**src/rtl/memory_stage_pkg.sv**
```systemverilog
// Shared types and constants for the M stage: FSM encoding, alignment mask
// and the W pipeline register payload.
package mips_pkg;

  typedef enum logic {
    IDLE = 1'b0,
    BUSY = 1'b1
  } mem_state_e;

  localparam logic [1:0] WORD_ALIGN_MASK = 2'b11;

  typedef struct packed {
    logic        reg_write;
    logic        mem_to_reg;
    logic [31:0] read_data;
    logic [31:0] alu_out;
    logic [4:0]  write_reg;
  } w_bundle_t;

  localparam w_bundle_t W_BUBBLE = '0;

endpackage

```
**src/rtl/memory_stage_if.sv**
```systemverilog
// Data memory request/acknowledge bus between the M stage and the data memory.
interface memory_stage_if;

  logic        req;
  logic        we;
  logic [31:0] addr;
  logic [31:0] wdata;
  logic        ack;
  logic [31:0] rdata;

  modport master (
    output req, we, addr, wdata,
    input  ack, rdata
  );

  modport slave (
    input  req, we, addr, wdata,
    output ack, rdata
  );

endinterface

```
**src/rtl/memory_stage_writeback_reg.sv**
```systemverilog
// W pipeline register: loads the M-stage result every cycle, or an all-zero
// bubble when the M stage has nothing valid to hand on.
module writeback_reg
  import mips_pkg::*;
(
  input  logic      clk,
  input  logic      rst_n,
  input  logic      bubble,
  input  w_bundle_t d,
  output w_bundle_t q
);

  always_ff @(posedge clk or negedge rst_n) begin
    if (!rst_n) begin
      q <= W_BUBBLE;
    end else if (bubble) begin
      q <= W_BUBBLE;
    end else begin
      q <= d;
    end
  end

endmodule

```
**src/rtl/memory_stage.sv**
```systemverilog
// M stage of the pipelined MIPS core: word loads/stores over a req/ack bus,
// stalls while an access is outstanding and aborts accesses that time out.
//
// state | meaning
// IDLE  | no access outstanding; a new aligned access is issued straight from the M inputs
// BUSY  | access outstanding; bus driven from latched address/data, waiting for ack or timeout
module memory_stage
  import mips_pkg::*;
#(
  parameter int unsigned TIMEOUT = 16
) (
  input  logic                  clk_i,
  input  logic                  rst_ni,
  input  logic                  reg_write_m_i,
  input  logic                  mem_write_m_i,
  input  logic                  mem_to_reg_m_i,
  input  logic [31:0]           alu_out_m_i,
  input  logic [31:0]           write_data_m_i,
  input  logic [4:0]            write_reg_m_i,
  memory_stage_if.master        dmem,
  output logic                  stall_o,
  output logic                  bus_err_o,
  output logic                  reg_write_w_o,
  output logic                  mem_to_reg_w_o,
  output logic [31:0]           read_data_w_o,
  output logic [31:0]           alu_out_w_o,
  output logic [4:0]            write_reg_w_o
);

  localparam logic [7:0] CNT_LIMIT = 8'(TIMEOUT - 1);

  mem_state_e  state_q, state_d;
  logic [7:0]  cnt_q, cnt_d;
  logic [31:0] addr_q, addr_d;
  logic [31:0] wdata_q, wdata_d;
  logic        we_q, we_d;
  logic        bus_err_q, bus_err_d;

  logic        mem_op, misaligned;
  logic        req_c, stall_c, we_c;
  logic [31:0] addr_c, wdata_c;
  logic        w_bubble;
  w_bundle_t   w_d, w_q;

  assign mem_op     = mem_write_m_i | mem_to_reg_m_i;
  assign misaligned = |(alu_out_m_i[1:0] & WORD_ALIGN_MASK);

  always_ff @(posedge clk_i or negedge rst_ni) begin
    if (!rst_ni) begin
      state_q   <= IDLE;
      cnt_q     <= '0;
      addr_q    <= '0;
      wdata_q   <= '0;
      we_q      <= 1'b0;
      bus_err_q <= 1'b0;
    end else begin
      state_q   <= state_d;
      cnt_q     <= cnt_d;
      addr_q    <= addr_d;
      wdata_q   <= wdata_d;
      we_q      <= we_d;
      bus_err_q <= bus_err_d;
    end
  end

  always_comb begin
    state_d   = state_q;
    cnt_d     = cnt_q;
    addr_d    = addr_q;
    wdata_d   = wdata_q;
    we_d      = we_q;
    bus_err_d = 1'b0;
    req_c     = 1'b0;
    stall_c   = 1'b0;
    we_c      = 1'b0;
    addr_c    = '0;
    wdata_c   = '0;
    w_bubble  = 1'b1;
    // A store with mem_to_reg also set is treated as a plain store.
    w_d.reg_write  = reg_write_m_i;
    w_d.mem_to_reg = mem_to_reg_m_i & ~mem_write_m_i;
    w_d.read_data  = '0;
    w_d.alu_out    = alu_out_m_i;
    w_d.write_reg  = write_reg_m_i;

    unique case (state_q)
      IDLE: begin
        if (!mem_op) begin
          w_bubble = 1'b0;
        end else if (misaligned) begin
          bus_err_d = 1'b1;
        end else begin
          req_c   = 1'b1;
          we_c    = mem_write_m_i;
          addr_c  = alu_out_m_i;
          wdata_c = write_data_m_i;
          if (dmem.ack) begin
            w_bubble      = 1'b0;
            w_d.read_data = mem_write_m_i ? 32'h0 : dmem.rdata;
          end else begin
            stall_c = 1'b1;
            addr_d  = alu_out_m_i;
            wdata_d = write_data_m_i;
            we_d    = mem_write_m_i;
            cnt_d   = '0;
            state_d = BUSY;
          end
        end
      end
      BUSY: begin
        req_c   = 1'b1;
        we_c    = we_q;
        addr_c  = addr_q;
        wdata_c = wdata_q;
        if (dmem.ack) begin
          w_bubble      = 1'b0;
          w_d.read_data = we_q ? 32'h0 : dmem.rdata;
          state_d       = IDLE;
        end else if (cnt_q == CNT_LIMIT) begin
          bus_err_d = 1'b1;
          state_d   = IDLE;
        end else begin
          stall_c = 1'b1;
          cnt_d   = cnt_q + 8'd1;
        end
      end
      default: state_d = IDLE;
    endcase
  end

  // Gated with reset so req/stall drop the moment reset asserts, even while
  // the M inputs still present a memory op.
  assign dmem.req   = req_c & rst_ni;
  assign dmem.we    = we_c;
  assign dmem.addr  = addr_c;
  assign dmem.wdata = wdata_c;
  assign stall_o    = stall_c & rst_ni;
  assign bus_err_o  = bus_err_q;

  writeback_reg u_writeback_reg (
    .clk    (clk_i),
    .rst_n  (rst_ni),
    .bubble (w_bubble),
    .d      (w_d),
    .q      (w_q)
  );

  assign reg_write_w_o  = w_q.reg_write;
  assign mem_to_reg_w_o = w_q.mem_to_reg;
  assign read_data_w_o  = w_q.read_data;
  assign alu_out_w_o    = w_q.alu_out;
  assign write_reg_w_o  = w_q.write_reg;

endmodule

```
**src/flat_wrapper.sv**
```systemverilog
// flat-port wrapper written by rule: the top's interface ports become plain ports
module memory_stage_flat import mips_pkg::*;
#(
  parameter int unsigned TIMEOUT = 16
)
  (clk_i, rst_ni, reg_write_m_i, mem_write_m_i, mem_to_reg_m_i, alu_out_m_i, write_data_m_i, write_reg_m_i, stall_o, bus_err_o, reg_write_w_o, mem_to_reg_w_o, read_data_w_o, alu_out_w_o, write_reg_w_o, dmem_req, dmem_we, dmem_addr, dmem_wdata, dmem_ack, dmem_rdata);
  memory_stage_if dmem_i ();
  input  logic clk_i;
  input  logic rst_ni;
  input  logic reg_write_m_i;
  input  logic mem_write_m_i;
  input  logic mem_to_reg_m_i;
  input  logic [31:0] alu_out_m_i;
  input  logic [31:0] write_data_m_i;
  input  logic [4:0] write_reg_m_i;
  output logic stall_o;
  output logic bus_err_o;
  output logic reg_write_w_o;
  output logic mem_to_reg_w_o;
  output logic [31:0] read_data_w_o;
  output logic [31:0] alu_out_w_o;
  output logic [4:0] write_reg_w_o;
  output wire logic [$bits(dmem_i.req)-1:0] dmem_req;
  output wire logic [$bits(dmem_i.we)-1:0] dmem_we;
  output wire logic [$bits(dmem_i.addr)-1:0] dmem_addr;
  output wire logic [$bits(dmem_i.wdata)-1:0] dmem_wdata;
  input wire logic [$bits(dmem_i.ack)-1:0] dmem_ack;
  input wire logic [$bits(dmem_i.rdata)-1:0] dmem_rdata;
  assign dmem_req = dmem_i.req;
  assign dmem_we = dmem_i.we;
  assign dmem_addr = dmem_i.addr;
  assign dmem_wdata = dmem_i.wdata;
  assign dmem_i.ack = dmem_ack;
  assign dmem_i.rdata = dmem_rdata;
  memory_stage #(.TIMEOUT(TIMEOUT)) u_core (.clk_i(clk_i), .rst_ni(rst_ni), .reg_write_m_i(reg_write_m_i), .mem_write_m_i(mem_write_m_i), .mem_to_reg_m_i(mem_to_reg_m_i), .alu_out_m_i(alu_out_m_i), .write_data_m_i(write_data_m_i), .write_reg_m_i(write_reg_m_i), .dmem(dmem_i), .stall_o(stall_o), .bus_err_o(bus_err_o), .reg_write_w_o(reg_write_w_o), .mem_to_reg_w_o(mem_to_reg_w_o), .read_data_w_o(read_data_w_o), .alu_out_w_o(alu_out_w_o), .write_reg_w_o(write_reg_w_o));
endmodule
```
**config.mk**
```make
export PLATFORM = sky130hd
export DESIGN_NAME = memory_stage_flat
export DESIGN_NICKNAME = d
export VERILOG_FILES = /design/src/rtl/memory_stage_pkg.sv /design/src/rtl/memory_stage_if.sv /design/src/rtl/memory_stage_writeback_reg.sv /design/src/rtl/memory_stage.sv /design/src/flat_wrapper.sv
export SDC_FILE = /design/constraint.sdc
export NUM_CORES = 1
export LEC_CHECK = 0
export ABC_AREA = 1
export BUFFER_PORTS_ARGS = -buffer_cell sky130_fd_sc_hd__buf_2
export CORE_MARGIN = 2
export CORE_UTILIZATION = 53
export CTS_BUF_LIST = sky130_fd_sc_hd__clkbuf_16
export DETAILED_ROUTE_END_ITERATION = 12
export PLACE_DENSITY = 0.86
export SETUP_SLACK_MARGIN = 0.1
export SLEW_MARGIN = 20
export SYNTH_ARGS = -nofsm -noshare
export SYNTH_HDL_FRONTEND = slang
export SYNTH_SLANG_ARGS = --single-unit
```
**constraint.sdc**
```tcl
create_clock -name clk_i -period 2.3 [get_ports clk_i]
set_input_delay 0 -clock clk_i [delete_from_list [all_inputs] [get_ports clk_i]]
set_output_delay 0 -clock clk_i [all_outputs]
set_load 0.01 [all_outputs]
```
# After elaboration in Yosys (flattened, before gate mapping)
# Cells that the tools add are included.
# classes
n_bitwise	8
addsub	1
n_reduce_logical	3
eq_ne	6
muxes	40
# op_table
operator	n
$mux W32	10
$pmux W32 S2	3
$mux W71	1
$mux W8	5
$pmux W8 S2	1
$mux W1	15
$pmux W1 S2	5
$add A8 B1 Y8 const B	1
$eq A8 B4 Y1 const B	1
$ne A2 B2 Y1 const B	4
$reduce_and A5 Y1	1
$not A1 Y1	4
$reduce_and A4 Y1	1
$and A1 B1 Y1	3
$ne A2 B1 Y1 const B	1
$reduce_or A2 Y1	1
$or A1 B1 Y1	1
# word_totals
regBits	146
out_inout_bits	139
in_bits	107

# Longest topological paths before layout
# Gate-level depths: netlist (run 1).
# depth
word_depth	6
ltp_mapped	9

# Hierarchy
# Synthesis (run 1) repeated with hierarchy kept, for this count alone.
# unflattened
cells_unflattened	731
area_unflattened_um2	6296.0
# modules_own_cells
module	cells_per_inst	area_per_inst_um2	n_inst
memory_stage	510	3896.2	1
writeback_reg	221	2399.8	1

# Worst setup path before layout (run 1)
# OpenSTA, ideal clock, no wires.
# synth_timing
path_type	register to register
start	register u_core.cnt_q[0]
end	register u_core.cnt_q[0]
setup_ns	0.083
required_time_ns	2.217
path_buffers	1
stages_incl_launch_ff	9
arrival_ns	1.234
slack_ns	0.983
period_less_slack_ns	1.317
cell_sequence	dfrtp_1 ha_1 nand2_1 inv_1 nand2_1 o21ai_1 buf_2 nand3_1 o21ai_0
# synth_between
elab_chain_cells	4
elab_cells_between_ends	7
classes_between	add/sub: 1; eq/ne: 2; mux: 3; reduce/logical: 1
# synth_lines
item	line	source
start, declared	memory_stage.sv:33	logic [7:0] cnt_q, cnt_d;
start signal, assigned	memory_stage.sv:58	cnt_q <= cnt_d;
$add A8 B1 Y8	memory_stage.sv:124	cnt_d = cnt_q + 8'd1;
$mux W8	memory_stage.sv:119	end else if (cnt_q == CNT_LIMIT) begin
$mux W8	memory_stage.sv:115	if (dmem.ack) begin
$pmux W8 S2	memory_stage.sv:86	unique case (state_q)
# Parallel ways exist; a longest one is shown, timed or not. The select of a mux whose other input is x is not followed.
# A chain may end at the register's enable or synchronous reset.

# Final worst setup path (run 1)
# layout_timing
start	register u_core.state_q
end	output dmem_we
# layout_between
elab_chain_cells	2
# layout_lines
item	line	source
start, declared	memory_stage.sv:32	mem_state_e state_q, state_d;
start signal, assigned	memory_stage.sv:57	state_q <= state_d;
$not A1 Y1 (no line)	-	
$pmux W1 S2 *	memory_stage.sv:86	
end, declared	flat_wrapper.sv:24	output wire logic [$bits(dmem_i.we)-1:0] dmem_we;
# Every way passes the cells marked *; elsewhere a longest branch is shown, timed or not.

==> flow_summary.json, run 1 <==
{
  "status": "finished, final reports clean",
  "cellPowerDensity_mw_per_mm2": 734,
  "start_util": 0.536,
  "min_period_ns": 2.08,
  "critPathKind": "flop to primary output",
  "worstMarginPinSlew_ns": 0.730,
  "post_cts_buffers": 0,
  "syn_nets": 818,
  "drt-total-wl_um": 19500,
  "synth-edff-count": 0,
  "dp_hpwl_um": 10300,
  "detail_route.wl_per_cell_um": 16.2,
  "timing.hold.worst.class": "primary input to asynchronous set/reset pin",
  "setup_viol_count_final": 0,
  "dpl_cell_area_mm2": 0.00766,
  "track_usage": 0.309,
  "drt_drc_violations_left": 0,
  "path_max_fanout": 14,
  "required_ns": 2.30,
  "worstSetupStartpointType": "flop",
  "cts_buffers": 17,
  "antenna_cells": 0,
  "rows": 40,
  "syn_inst": 710,
  "routed_via_density": 5.15,
  "die_area_mm2": 0.0129,
  "vias": 6215,
  "crit_start": "u_core.state_q$_DFF_PN0_",
  "overflow": 0,
  "grt_pass1_wl_um": 31000,
  "arrival_ns": 2.08,
  "final_core_util": 0.782,
  "finalMaxSlewViolations": 0,
  "crit_cells": 5,
  "setup_tns_ns": 0,
  "ys.warnings.count": 0,
  "nets": 1157,
  "syn-cell-area_mm2": 0.00639,
  "pre_cts_slack_ns": 0.364,
  "ys_seq_area_frac": 0.572,
  "yosysTopAreaCell": "dfrtp_1",
  "die_w_um": 114,
  "hold_viol": 0,
  "stdcell_area_mm2": 0.00931,
  "ys_types": 29,
  "area_delta_synth_final_pct": 45.7,
  "drive_gt1_frac": 0.313,
  "cap_violations": 0,
  "whs_ns": 0.0654,
  "ant_nets": 0,
  "path_clk_slew_ns": 0.06,
  "leakagePower_uw": 0.00514,
  "final.setup_skew_ns": 0.0218,
  "worst_path_max_delay_cell": "or2_1",
  "synthTopCellsByCount": "nand2_1 (157), dfrtp_1 (146), inv_1 (117), o21ai_0 (107), nor2_1 (43)",
  "dieHeight_um": 114,
  "reg2reg_from": "u_core.state_q$_DFF_PN0_",
  "crit_chain": "inv_2, or2_1, o21ai_0, a21oi_1, buf_2",
  "fmax_mhz": 481,
  "finalWeightedCongestion": 0.812,
  "critPathBufInv": 2,
  "clk_latency_ns": 0.42,
  "clockBufferDepth": 2,
  "ys_dominant_reg_cell": "dfrtp_1",
  "postSynthAreaPerCell_um2": 9.00,
  "yosysMostFrequentCell": "nand2_1",
  "pin_count": 246,
  "synthTopCellsByArea": "dfrtp_1 (57%), nand2_1 (9.2%), o21ai_0 (8.4%), inv_1 (6.9%), a211oi_2 (5.7%)",
  "root_buffer": "clkbuf_16",
  "setup.worst_path.end_class": "primary output",
  "grt_max_degree": 118,
  "rsz0062_at_grt": "no",
  "cts_tree": "done",
  "synthArstFlopShare": 1.00,
  "ir_worst_vdd_mv": 0.378,
  "first_iter_violations": 591,
  "synth-seq-cells": 146,
  "ff2ff_path_depth": 4,
  "maxSlewHeadroom": 0.513,
  "clock_sinks": 146,
  "final.fill_count": 750,
  "layout_setup_ws_ns": 0.222,
  "final.period_utilization": 0.904,
  "firstDrtPassIters": 7,
  "synth.top_cell.area_share": 0.572,
  "antenna_found_initial": 0,
  "cpPeakStageDelay_ns": 0.46,
  "core_region_area_mm2": 0.0119,
  "htreeDepth": 4,
  "crit_family": "simple AND/OR/NAND/NOR gates",
  "first_global_vias": 6449,
  "port_buffers": 245
}
kinds of logic after synthesis:
logic type | after synthesis | share of synthesized area
adder cells (fa/ha/maj) | 1 | 0.00196
AO/OA/AOI/OAI | 165 | 0.165
XOR/XNOR | 1 | 0.00137
buffers and inverters | 163 | 0.109
flip-flops | 146 | 0.572
AND/OR/NAND/NOR | 234 | 0.151
cell type report:
cell class	instances	area, um2	share of cell area
sequential	146	3650	0.393
timing repair buffer	364	2410	0.259
multi-input combinational	401	2040	0.219
inverter	119	447	0.0480
clock buffer	17	425	0.0457
tap	147	184	0.0198
clock inverter	13	145	0.0156
state kept, by name, indices dropped and copies added (netlist names):
register and cells:
u_core.cnt_q 8, u_core.state_q 1, u_core.bus_err_o 1, u_core.u_writeback_reg.q 71
u_core.addr_q 32, u_core.wdata_q 32, u_core.we_q 1
power by group:
group	switching, uW	internal, uW
logic	639	478
registers	145	2850
clock network	1040	1680
path summary, 6_finish.rpt:
check | to | slack [ns]
worst max-delay path | dmem_we | 0.22
worst min-delay path | u_core.cnt_q[3]$_DFFE_PN0P_ | 0.07
worst max register to register | u_core.u_writeback_reg.q[39]$_DFF_PN0_ | 0.43
worst min register to register | u_core.wdata_q[22]$_DFFE_PN0P_ | 0.48
max in group asynchronous | u_core.wdata_q[8]$_DFFE_PN0P_ | 1.34
min in group clk_i | u_core.bus_err_o$_DFF_PN0_ | 0.20
placed cells by master (no fill, tap or decap), types with 10 or more instances in the layout:
master         count
a211oi_2          29
buf_2            244
buf_4             10
clkbuf_16         17
dfrtp_1          145
dlygate4sd3_1    107
inv_1            118
nand2_1          157
nand3_1           14
nor2_1            43
o21ai_0          107
o21ai_1           22
per-stage QoR:
step | total power, uW | std cells
final | 6830 | 1207
after global routing | 7140 | 1207
after CTS | 6800 | 1207
after detailed placement | 3970 | 1070
after global placement | 3920 | 1070
after floorplan | 3550 | 710
metal layers:
metal	GRT usage	vias up	part of all wire
met2	0.546	307	0.53
met4	0.176	0	0.049
met1	0.346	2934	0.36
met5	0	-	0
met3	0.0701	83	0.059
li1	-	2891	-
repair_timing:
| item | in CTS | in global routing |
|---|---|---|
| setup endpoints to repair | 0 | 1 |
| endpoints found under the hold margin | 240 | 0 |
| gates resized for setup | 0 | 2 |
| hold buffers | 107 | 0 |
No activity file was read; power rests on OpenSTA's default activity.
==> inputs of run 2 (changes only) <==
Settings changed: CTS_BUF_LIST sky130_fd_sc_hd__clkbuf_16 to unset.
==> flow_summary.json, run 2 (synthesis gave the netlist of run 1 again) <==
{
  "grt_max_degree": 118,
  "rsz0062_at_grt": "no",
  "track_usage": 0.309,
  "antenna_found_initial": 0,
  "drt_drc_violations_left": 0,
  "antenna_cells": 0,
  "area_delta_synth_final_pct": 46.1,
  "cts_buffers": 17,
  "finalWeightedCongestion": 0.812,
  "pin_count": 246,
  "start_util": 0.536,
  "detail_route.wl_per_cell_um": 16.1,
  "crit_chain": "ha_1, nand2_1, inv_1, nand2_1, o21ai_2, buf_4, a21oi_1, buf_2",
  "root_buffer": "clkbuf_16",
  "dpl_cell_area_mm2": 0.00766,
  "timing.hold.worst.class": "primary input to asynchronous set/reset pin",
  "cap_violations": 0,
  "clock_sinks": 146,
  "die_w_um": 114,
  "drive_gt1_frac": 0.315,
  "vias": 6238,
  "setup_viol_count_final": 0,
  "timing.critical_path.mode_cell": "nand2_1",
  "worstSetupStartpointType": "flop",
  "clockBufferDepth": 2,
  "met2_usage": 0.540,
  "grtUsageMet3": 0.0776,
  "rows": 40,
  "first_global_vias": 6487,
  "drt-total-wl_um": 19500,
  "stdcell_area_mm2": 0.00933,
  "core_region_area_mm2": 0.0119,
  "finalMaxSlewViolations": 0,
  "ant_nets": 0,
  "die_area_mm2": 0.0129,
  "cellPowerDensity_mw_per_mm2": 741,
  "dieHeight_um": 114,
  "worst_path_max_delay_cell": "dfrtp_1",
  "largest_reg_flops": 71,
  "layout_setup_ws_ns": 0.228,
  "setup_tns_ns": 0,
  "use_met1": 0.347,
  "final_cell_mix": "buf_2 (244), nand2_1 (157), dfrtp_1 (145)",
  "leakagePower_uw": 0.00515,
  "nets": 1157,
  "cpPeakStageDelay_ns": 0.43,
  "critPathKind": "flop to primary output",
  "pre_cts_slack_ns": 0.364,
  "hold_viol": 0,
  "routed_via_density": 5.17,
  "top_regs": "u_core.u_writeback_reg.q x71, u_core.addr_q x32, u_core.wdata_q x32",
  "clk_latency_ns": 0.42,
  "required_ns": 2.30,
  "ir_worst_vdd_mv": 0.405,
  "final.period_utilization": 0.901,
  "grt.busiest_layer": "met2",
  "overflow": 0,
  "arrival_ns": 2.07,
  "regMostFlops": "u_core.u_writeback_reg.q",
  "first_iter_violations": 560,
  "worstMarginPinSlew_ns": 0.718,
  "final_common_cell": "buf_2",
  "path_max_fanout": 6,
  "cts_tree": "done",
  "post_cts_buffers": 0,
  "firstDrtPassIters": 8,
  "path_clk_slew_ns": 0.06,
  "status": "finished, final reports clean",
  "grt_pass1_wl_um": 31000,
  "min_period_ns": 2.07,
  "fmax_mhz": 483,
  "dp_hpwl_um": 10300,
  "setup.worst_path.end_class": "primary output",
  "port_buffers": 245,
  "final.setup_skew_ns": 0.0123,
  "maxSlewHeadroom": 0.522,
  "htreeDepth": 4
}
## run 2: per-stage QoR
step / power, uW / hold slack, ns / cells / utilization
6_report: 6910 / 0.0560 / 1207 / 0.783
5_1_grt: 7220 / 0.0874 / 1207 / 0.783
4_1_cts: 6880 / 0.0765 / 1207 / 0.783
3_5_place_dp: 3970 / -0.0641 / 1070 / 0.643
3_3_place_gp: 3920 / -0.0648 / 1070 / 0.643
2_1_floorplan: 3550 / -0.296 / 710 / -
## run 2: power by group
part	total, uW	switching [uW]	internal [uW]
sequential	3000	151	2850
clock	2790	1050	1750
combinational	1110	637	477
total	6910	1830	5070
## run 2: critical path, delay by kind of cell (launching register included)
kind / cells / cell delay [ns]
buffers and inverters: 3 / 0.48
flip-flops: 1 / 0.43
AO/OA/AOI/OAI: 2 / 0.38
adder cells (fa/ha/maj): 1 / 0.20
AND/OR/NAND/NOR: 2 / 0.17
## run 2: worst paths after layout
| path | start | end | slack [ns] | cells after the start |
|---|---|---|---|---|
| min in group clk_i | mem_to_reg_m_i | u_core.bus_err_o$_DFF_PN0_ | 0.20 | 4 |
| max | u_core.cnt_q[0]$_DFFE_PN0P_ | stall_o | 0.23 | 8 |
| max reg2reg | u_core.state_q$_DFF_PN0_ | u_core.cnt_q[3]$_DFFE_PN0P_ | 0.51 | 6 |
| min reg2reg | u_core.addr_q[13]$_DFFE_PN0P_ | u_core.addr_q[13]$_DFFE_PN0P_ | 0.48 | 2 |
| min | rst_ni | u_core.u_writeback_reg.q[44]$_DFF_PN0_ | 0.06 | 2 |
| max in group asynchronous | rst_ni | u_core.u_writeback_reg.q[22]$_DFF_PN0_ | 1.37 | 3 |
## run 2: final cells by class
cell class                      count  area (um2)
Fill cell                         730        2580
Timing Repair Buffer              364        2410
Multi-Input combinational cell    401        2040
Inverter                          119         447
Tap cell                          147         184
Clock inverter                     10         134
Sequential cell                   146        3650
Clock buffer                       20         457
## run 2: per-layer routing
layer / vias to the layer above / share of wire
li1: 2886 / -
met1: 2931 / 0.36
met2: 337 / 0.53
met3: 84 / 0.063
met4: 0 / 0.048
met5: - / 0
## run 2: repair_timing
item / CTS / global route
gates resized for setup: 0 / 2
setup endpoints to repair: 0 / 1
endpoints found under the hold margin: 240 / 0
hold buffers: 107 / 0
